$ cat config.mk
export PLATFORM = sky130hd
export DESIGN_NAME = regfile_wb_arbiter
export DESIGN_NICKNAME = d
export VERILOG_FILES = /design/src/rtl/regfile_wb_arbiter.sv
export SDC_FILE = /design/constraint.sdc
export NUM_CORES = 1
export LEC_CHECK = 0
export ABC_AREA = 1
export BUFFER_PORTS_ARGS = -buffer_cell sky130_fd_sc_hd__buf_2
export CAP_MARGIN = 20
export CORE_MARGIN = 8
export CORE_UTILIZATION = 58
export DETAILED_ROUTE_END_ITERATION = 16
export GPL_TIMING_DRIVEN = 0
export PLACE_DENSITY_LB_ADDON = 0.1
export SLEW_MARGIN = 20
export SYNTH_ARGS = -nofsm -noshare
export SYNTH_HDL_FRONTEND = slang
export SYNTH_SLANG_ARGS = --single-unit
$ cat constraint.sdc
create_clock -name clk -period 5.7 [get_ports clk]
set_clock_uncertainty 0.15 [all_clocks]
set_input_delay 0.285 -clock clk [delete_from_list [all_inputs] [get_ports clk]]
set_output_delay 0.285 -clock clk [all_outputs]
set_load 0.03 [all_outputs]
$ cat src/rtl/regfile_wb_arbiter.sv
// rtl/regfile_wb_arbiter.sv - register-file write port shared by pipeline WB (A) and a queued multi-cycle unit (B)
// A wins by default; a saturating starvation counter forces the B FIFO head through.
module regfile_wb_arbiter #(
  parameter int DEPTH        = 2,
  parameter int STARVE_LIMIT = 4
) (
  input  logic                    clk,
  input  logic                    rst,
  input  logic                    a_valid,
  output logic                    a_ready,
  input  logic [4:0]              a_reg,
  input  logic [31:0]             a_data,
  input  logic                    b_valid,
  output logic                    b_ready,
  input  logic [4:0]              b_reg,
  input  logic [31:0]             b_data,
  output logic                    EnableWrite,
  output logic [4:0]              write_reg,
  output logic [31:0]             write_data,
  output logic [$clog2(DEPTH):0]  fifo_count
);

  localparam int CW = $clog2(DEPTH) + 1;
  localparam int PW = $clog2(DEPTH);
  localparam int SW = $clog2(STARVE_LIMIT + 1);
  localparam logic [CW-1:0] FULL_CNT   = CW'(DEPTH);
  localparam logic [SW-1:0] STARVE_MAX = SW'(STARVE_LIMIT);

  logic [36:0]   mem_q [DEPTH];
  logic [PW-1:0] rd_ptr_q, rd_ptr_d, wr_ptr_q, wr_ptr_d;
  logic [CW-1:0] count_q, count_d;
  logic [SW-1:0] starve_q, starve_d;
  logic          we_q, we_d;
  logic [4:0]    wreg_q, wreg_d;
  logic [31:0]   wdata_q, wdata_d;

  logic        empty, full, force_b, grant_a, grant_b, push;
  logic [36:0] head;
  logic [4:0]  sel_reg;
  logic [31:0] sel_data;

  always_comb begin
    empty    = (count_q == '0);
    full     = (count_q == FULL_CNT);
    force_b  = !empty && (starve_q == STARVE_MAX);
    a_ready  = !rst && !force_b;
    b_ready  = !rst && !full;
    grant_a  = a_ready && a_valid;
    grant_b  = !rst && !empty && (force_b || !a_valid);
    push     = b_valid && b_ready;
    head     = mem_q[rd_ptr_q];
    sel_reg  = grant_a ? a_reg  : head[36:32];
    sel_data = grant_a ? a_data : head[31:0];

    // Writes to r0 are consumed but never reach the register file.
    we_d    = (grant_a || grant_b) && (sel_reg != 5'd0);
    wreg_d  = we_d ? sel_reg  : wreg_q;
    wdata_d = we_d ? sel_data : wdata_q;

    rd_ptr_d = grant_b ? rd_ptr_q + PW'(1) : rd_ptr_q;
    wr_ptr_d = push    ? wr_ptr_q + PW'(1) : wr_ptr_q;
    count_d  = count_q;
    if (push && !grant_b)      count_d = count_q + CW'(1);
    else if (!push && grant_b) count_d = count_q - CW'(1);

    starve_d = starve_q;
    if (empty || grant_b)                        starve_d = '0;
    else if (grant_a && starve_q != STARVE_MAX)  starve_d = starve_q + SW'(1);
  end

  always_ff @(posedge clk) begin
    if (rst) begin
      rd_ptr_q <= '0;
      wr_ptr_q <= '0;
      count_q  <= '0;
      starve_q <= '0;
      we_q     <= 1'b0;
      wreg_q   <= '0;
      wdata_q  <= '0;
    end else begin
      rd_ptr_q <= rd_ptr_d;
      wr_ptr_q <= wr_ptr_d;
      count_q  <= count_d;
      starve_q <= starve_d;
      we_q     <= we_d;
      wreg_q   <= wreg_d;
      wdata_q  <= wdata_d;
    end
  end

  always_ff @(posedge clk) begin
    if (push) mem_q[wr_ptr_q] <= {b_reg, b_data};
  end

  assign EnableWrite = we_q;
  assign write_reg   = wreg_q;
  assign write_data  = wdata_q;
  assign fifo_count  = count_q;

endmodule

==> impl_summary.log, run 1 <==
INFO  metric synth_area_per_cell = 9.26 um2
INFO  metric cts-htree-levels = 4
INFO  metric fin_util = 0.783
INFO  metric criticalPathCategory = reg2reg
INFO  metric post_cts.repair.setup_buffers = 0
INFO  metric floorplan.rows = 35
INFO  metric floorplan.die.width = 112 um
INFO  metric yosysUniqueCellTypes = 31
INFO  metric timing.final.max_slew_violations = 0
INFO  metric area_growth = 33.7%
INFO  metric critPathLaunchType = flip-flop
INFO  metric most-common-layout-cells = 128 x sky130_fd_sc_hd__buf_2, 121 x sky130_fd_sc_hd__nand2_1, 79 x sky130_fd_sc_hd__inv_1
INFO  metric detail_route.first_pass.iterations = 5
INFO  metric groute.usage.overall = 0.213
INFO  metric maximum_number_of_pins_on_one_net_before_global_route_repair = 21
INFO  metric post_synth_inst_count = 573
INFO  metric boundaryPins = 120
INFO  metric fmax = 0.451 GHz
INFO  metric worst-path-max-fanout = 10
INFO  metric p_total = 2.45 mW
INFO  metric min-delay-path-class = in2reg
INFO  metric net_count_final = 832
INFO  metric clock_insertion_delay_worst_skew = 0.52 ns
INFO  metric post_cts_resized = 0
INFO  metric dp.final_hpwl = 8860 um
INFO  metric die_h = 112 um
INFO  metric initialDrtViolationCount = 295
INFO  metric route.detailed.wl_per_inst = 15.2 um
INFO  metric fin_tns_setup = 0 ns
INFO  metric fp.coreArea = 9060 um2
INFO  metric timing.critical_path.to_type = flip-flop
INFO  metric cts_num_sinks = 120
INFO  metric max-clock-path-buffers = 2
INFO  metric num-fill-cells = 618
INFO  metric port_buffers = 119
INFO  metric finalSetupViolations = 0
INFO  metric clkTransAtPathRegs = 0.06 ns
INFO  metric die_footprint = 12,500 um2
INFO  metric worst_slew_margin_rel = 0.517
INFO  metric largest_reg_flops = 74
INFO  metric hold_viol_final = 0
INFO  metric synthesis.nets = 654
INFO  metric outcome = completed
INFO  metric floorplan.initialDensity = 0.585
INFO  metric grt_first_pass_wirelength = 20,900 um
INFO  metric antenna_cells_inserted = 0
INFO  metric final_period_minus_worst_setup_slack = 2.22 ns
INFO  metric critPathArrivalTime = 2.48 ns
INFO  metric layout_commonest_cell = sky130_fd_sc_hd__buf_2
INFO  metric placedInstanceArea = 6110 um2
INFO  metric cts_tree = yes
INFO  metric synth.cell_area = 5310 um2
INFO  metric leakage = 3.25 nW
INFO  metric worst_slew_pin_slew = 0.723 ns
INFO  metric final_design_area_no_fill = 7090 um2
INFO  metric yosys_warnings = 0
INFO  metric via_count = 4,436
INFO  metric clock-root-buffer = sky130_fd_sc_hd__clkbuf_8
INFO  metric globalRoute.totalOverflow = 0
INFO  metric maxCapViolations = 0
INFO  metric layout-drive-gt1-share = 0.296
INFO  metric cts_inserted_buffers = 17
INFO  metric initial_antenna_violation_count = 0
INFO  metric power.density_cell_area = 345 nW/um2
INFO  metric fin_crit_sh = 0.389
INFO  metric setup_repair_after_global_routing_missed_its_margin = false
INFO  metric place.gp.congestion = 0.814
INFO  metric viasPerCell = 5.07
INFO  metric synth-seq-area-share = 0.592
INFO  metric synth.ff_latch_count = 120
INFO  metric grt_pass1_vias = 4,461
INFO  metric wl = 13,300 um
INFO  metric vdd_drop_max = 0.257 mV
INFO  metric cp_data_required_time = 5.97 ns
INFO  metric drc = 0
INFO  metric route.antenna.remaining_nets = 0
## synthesized netlist by cell type, drive strengths merged
library cell  number  area, um2
nand4              4       25.0
and3               1       6.26
nor2              72        325
dfxtp             46        921
nor3               1       5.00
clkinv             2       13.8
a21oi             14       70.1
nand2            126        495
buf               23        165
or2                1       6.26
o21bai             1       18.8
edfxtp            74       2220
clkbuf             5       20.0
inv               85        322
o21ai             76        384
nand3             39        268
ha                 3       37.5
## per-stage QoR
step                setup slack, ns  hold WS [ns]  instances
floorplan                      2.13         0.204        573
global placement               1.89         0.282        803
detailed placement             3.50         0.295        805
CTS                            3.46        0.0462        875
global route                   3.22        0.0769        875
finish                         3.48        0.0539        875
## critical path, stage by stage (launching register included)
cell and delay, ns:
sky130_fd_sc_hd__dfxtp_1 0.35, sky130_fd_sc_hd__inv_1 0.07, sky130_fd_sc_hd__ha_1 0.20, sky130_fd_sc_hd__nand2_2 0.10, sky130_fd_sc_hd__clkinv_4 0.08, sky130_fd_sc_hd__nand2_4 0.10
sky130_fd_sc_hd__nand3_4 0.13, sky130_fd_sc_hd__inv_2 0.12, sky130_fd_sc_hd__buf_6 0.15, sky130_fd_sc_hd__buf_2 0.25, sky130_fd_sc_hd__o21ai_0 0.12, sky130_fd_sc_hd__inv_1 0.08
sky130_fd_sc_hd__nand3_2 0.08, sky130_fd_sc_hd__nand2_1 0.08, sky130_fd_sc_hd__nor2_1 0.04
## kinds of logic (layout without fill, tap and decap cells)
family	count (synthesis)	in the layout	synth area share
simple gates	244	244	0.213
flops	120	120	0.592
fa+ha+maj	3	3	0.00708
compound gates	91	91	0.0892
buf+inv	115	306	0.0981
## cell type report
type / count / area [um2] / area share
inverters: 87 / 335 / 0.0473
clock buffers: 23 / 520 / 0.0734
plain buffers: 28 / 185 / 0.0261
flip-flops and latches: 120 / 3140 / 0.443
repair buffers: 159 / 1030 / 0.145
well taps: 111 / 139 / 0.0196
clock inverters: 9 / 83.8 / 0.0118
multi-input cells: 338 / 1660 / 0.234
## routing by layer
| metal | track usage | vias up | share of wire |
|---|---|---|---|
| met3 | 0.0763 | 25 | 0.078 |
| met2 | 0.384 | 162 | 0.53 |
| met1 | 0.218 | 2045 | 0.38 |
| met4 | 0.0866 | 0 | 0.016 |
| li1 | - | 2204 | - |
| met5 | 0 | - | 0 |
## final timing paths
path	start	to	slack, ns	cells past startpoint
min reg2reg	rd_ptr_q	rd_ptr_q	0.31	1
max reg2reg	starve_q[0]	write_data[4]	3.48	14
max	starve_q[0]	write_data[4]	3.48	14
min	a_data[1]	write_data[1]	0.05	7
## power by group
| group | internal, mW | switching [mW] |
|---|---|---|
| Combinational | 0.139 | 0.241 |
| Sequential | 0.981 | 0.0257 |
| Clock | 0.678 | 0.382 |
## timing repair
| action | 4_1_cts | 5_1_grt |
|---|---|---|
| hold buffers | 38 | 0 |
| setup endpoints to repair | 0 | 0 |
| hold endpoints to repair | 77 | 0 |
Note: power is estimated with default switching activity, not from simulation.
==> run 2, diff against run 1 <==
- CORE_UTILIZATION: 58 -> 49
- clock period: 5.7 -> 1.85 ns (I/O delays scaled with it)
==> run 2 against run 1 <==
Against the previous run: the flow now finishes with violations (setup timing); sequential share of layout area decreased by 5.0 points; wire length grew 16%; combinational power grew to 3.9 times the previous value; largest power group is now registers.
==> impl_summary.log, run 2 (synthesis gave the netlist of run 1 again) <==
INFO  metric outcome = finished, violations left (was completed)
INFO  metric violations = setup timing
INFO  metric die_footprint = 14,400 um2 (was 12,500 um2)
INFO  metric area_growth = 51.1% (was 33.7%)
INFO  metric num-fill-cells = 744 (was 618)
INFO  metric initialDrtViolationCount = 269 (was 295)
INFO  metric wl = 15,400 um (was 13,300 um)
INFO  metric globalRoute.totalOverflow = 0 (unchanged)
INFO  metric cp_most_frequent_cell = sky130_fd_sc_hd__nand2_4 (was sky130_fd_sc_hd__inv_1)
INFO  metric dp.final_hpwl = 9370 um (was 8860 um)
INFO  metric fin_util = 0.749 (was 0.783)
INFO  metric grt_first_pass_wirelength = 24,400 um (was 20,900 um)
INFO  metric floorplan.die.width = 120 um (was 112 um)
INFO  metric die_h = 120 um (was 112 um)
INFO  metric initial_antenna_violation_count = 0 (unchanged)
INFO  metric global_route.usage.met1 = 0.248 (was 0.218)
INFO  metric route.antenna.remaining_nets = 0 (unchanged)
INFO  metric timing.critical_path.to_type = flip-flop (unchanged)
INFO  metric cts_tree = yes (unchanged)
INFO  metric cp_data_required_time = 2.11 ns (was 5.97 ns)
INFO  metric power.density_cell_area = 926 nW/um2 (was 345 nW/um2)
INFO  metric clkTransAtPathRegs = 0.06 ns (about the same)
INFO  metric timing.critical_path.cells = inv_2 -> ha_4 -> nand2_4 -> clkinv_4 -> nand2_8 -> nand3_4 -> o21ai_4 -> nand2_4 -> o21bai_4 -> inv_8 -> buf_8 -> nor2_2 -> nor2_1 (was inv_1 -> ha_1 -> nand2_2 -> clkinv_4 -> nand2_4 -> nand3_4 -> inv_2 -> buf_6 -> buf_2 -> o21ai_0 -> inv_1 -> nand3_2 -> nand2_1 -> nor2_1)
INFO  metric leakage = 3.55 nW (was 3.25 nW)
INFO  metric critPathArrivalTime = 2.41 ns (was 2.48 ns)
INFO  metric via_count = 4,625 (was 4,436)
INFO  metric route.detailed.wl_per_inst = 15.9 um (was 15.2 um)
INFO  metric hold_slack = 0.153 ns (was 0.0539 ns)
INFO  metric clock_insertion_delay_worst_skew = 0.52 ns (about the same)
INFO  metric cts-htree-levels = 4 (unchanged)
INFO  metric critical_path.max_stage_delay = 0.34 ns (was 0.35 ns)
INFO  metric crit_slowest_cell = sky130_fd_sc_hd__dfxtp_2 (was sky130_fd_sc_hd__dfxtp_1)
INFO  metric drc = 0 (unchanged)
INFO  metric min-delay-path-class = in2reg (unchanged)
INFO  metric vdd_drop_max = 0.710 mV (was 0.257 mV)
INFO  metric finalSetupViolations = 40 (was 0)
INFO  metric antenna_cells_inserted = 0 (unchanged)
INFO  metric layout-drive-gt1-share = 0.343 (was 0.296)
INFO  metric floorplan.initialDensity = 0.496 (was 0.585)
INFO  metric most-common-layout-cells = 124 x sky130_fd_sc_hd__buf_2, 111 x sky130_fd_sc_hd__nand2_1, 77 x sky130_fd_sc_hd__dlygate4sd3_1 (was 128 x sky130_fd_sc_hd__buf_2, 121 x sky130_fd_sc_hd__nand2_1, 79 x sky130_fd_sc_hd__inv_1)
INFO  metric placedInstanceArea = 6200 um2 (was 6110 um2)
INFO  metric clock-root-buffer = sky130_fd_sc_hd__clkbuf_8 (unchanged)
INFO  metric boundaryPins = 120 (unchanged)
INFO  metric worst_slew_margin_rel = 0.652 (was 0.517)
INFO  metric cts_inserted_buffers = 17 (unchanged)
INFO  metric layout_commonest_cell = sky130_fd_sc_hd__buf_2 (unchanged)
INFO  metric setup.reg_to_reg.worst_slack = -0.30 ns (was 3.48 ns)
INFO  metric fin_ws = -0.301 ns (was 3.48 ns)
INFO  metric hold_viol_final = 0 (unchanged)
INFO  metric place.gp.congestion = 0.812 (was 0.814)
INFO  metric fmax = 0.465 GHz (was 0.451 GHz)
INFO  metric largest_reg_flops = 74 (unchanged)
INFO  metric detail_route.first_pass.iterations = 4 (was 5)
INFO  metric port_buffers = 119 (unchanged)
INFO  metric p_total = 7.42 mW (was 2.45 mW)
INFO  metric worst-path-max-fanout = 8 (was 10)
INFO  metric cts_num_sinks = 120 (unchanged)
INFO  metric worst_slew_pin_slew = 0.521 ns (was 0.723 ns)
INFO  metric grt_met3_usage = 0.0611 (was 0.0763)
INFO  metric fp.coreArea = 10,700 um2 (was 9060 um2)
INFO  metric floorplan.rows = 38 (was 35)
INFO  metric multi_input_combinational_cell_area = 1950 um2 (was 1660 um2)
INFO  metric setup_repair_after_global_routing_missed_its_margin = true (was false)
INFO  metric final_period_minus_worst_setup_slack = 2.15 ns (was 2.22 ns)
INFO  metric max-clock-path-buffers = 2 (unchanged)
INFO  metric viasPerCell = 4.79 (was 5.07)
INFO  metric maxCapViolations = 0 (unchanged)
INFO  metric timing.final.max_slew_violations = 0 (unchanged)
INFO  metric final_design_area_no_fill = 8020 um2 (was 7090 um2)
INFO  metric net_count_final = 893 (was 832)
INFO  metric maximum_number_of_pins_on_one_net_before_global_route_repair = 19 (was 21)
INFO  metric groute.usage.overall = 0.216 (was 0.213)
INFO  metric seq_area = 3150 um2 (was 3140 um2)
INFO  metric grt.met2_usage = 0.368 (was 0.384)
INFO  metric grt_pass1_vias = 4,911 (was 4,461)
INFO  metric globalRoute.busiestLayer = met2 (unchanged)
INFO  metric critPathLaunchType = flip-flop (unchanged)
INFO  metric fin_crit_sh = 1.16 (was 0.389)
INFO  metric fin_tns_setup = -10.07 ns (was 0 ns)
INFO  metric criticalPathCategory = reg2reg (unchanged)
## run 2: cell count changes in the layout (fill, tap and decap cells not counted), sizes merged
cell | previous run | this run
dlygate4sd3 | 38 | 77
bufinv | 1 | 0
inv | 85 | 88
buf | 144 | 165
nor2 | 72 | 74
clkinvlp | 1 | 0
clkbuf | 28 | 26
## run 2: metrics by stage
step	cells	setup slack (ns)
floorplan	573	-0.166
global placement	832	-0.284
detailed placement	834	-0.252
CTS	959	-0.202
global route	965	-0.395
finish	965	-0.301
## run 2: path summary, 6_finish.rpt
| kind | startpoint | to | cells after the start |
|---|---|---|---|
| setup reg to reg | starve_q[0] | write_data[3] | 13 |
| hold / removal | b_data[20] | mem_q[0][20] | 2 |
| setup / recovery | starve_q[0] | write_data[3] | 13 |
| hold reg to reg | write_reg[4] | write_reg[4] | 2 |
## run 2: layout make-up
class,count,area share
Buffer,28,0.0303
Timing Repair Buffer,218,0.207
Inverter,87,0.0434
Sequential cell,120,0.393
Clock inverter,10,0.00671
Tap cell,140,0.0219
Clock buffer,22,0.0553
Multi-Input combinational cell,340,0.243
## run 2: what timing repair did
item	in CTS	in global routing
hold buffers	77	0
endpoints found under the setup margin	75	54
buffers inserted	11	6
pin swaps	29	5
gates cloned	5	0
resized for setup	60	29
endpoints found under the hold margin	137	0
## run 2: critical path, delay by kind of cell, from the launching register on
kind                     cells  cell delay, ns
flip-flops                   1            0.34
AO/OA/AOI/OAI                2            0.45
adder cells (fa/ha/maj)      1            0.16
buffers and inverters        4            0.38
AND/OR/NAND/NOR              6            0.54
## run 2: where the power goes
| part | internal [mW] | switching [mW] |
|---|---|---|
| Clock | 1.66 | 1.16 |
| Sequential | 3.02 | 0.107 |
| Combinational | 0.614 | 0.858 |
## run 2: metal layers
| metal | vias up | share of wire |
|---|---|---|
| li1 | 2327 | - |
| met1 | 2114 | 0.41 |
| met2 | 157 | 0.51 |
| met3 | 27 | 0.062 |
| met4 | 0 | 0.018 |
| met5 | - | 0 |
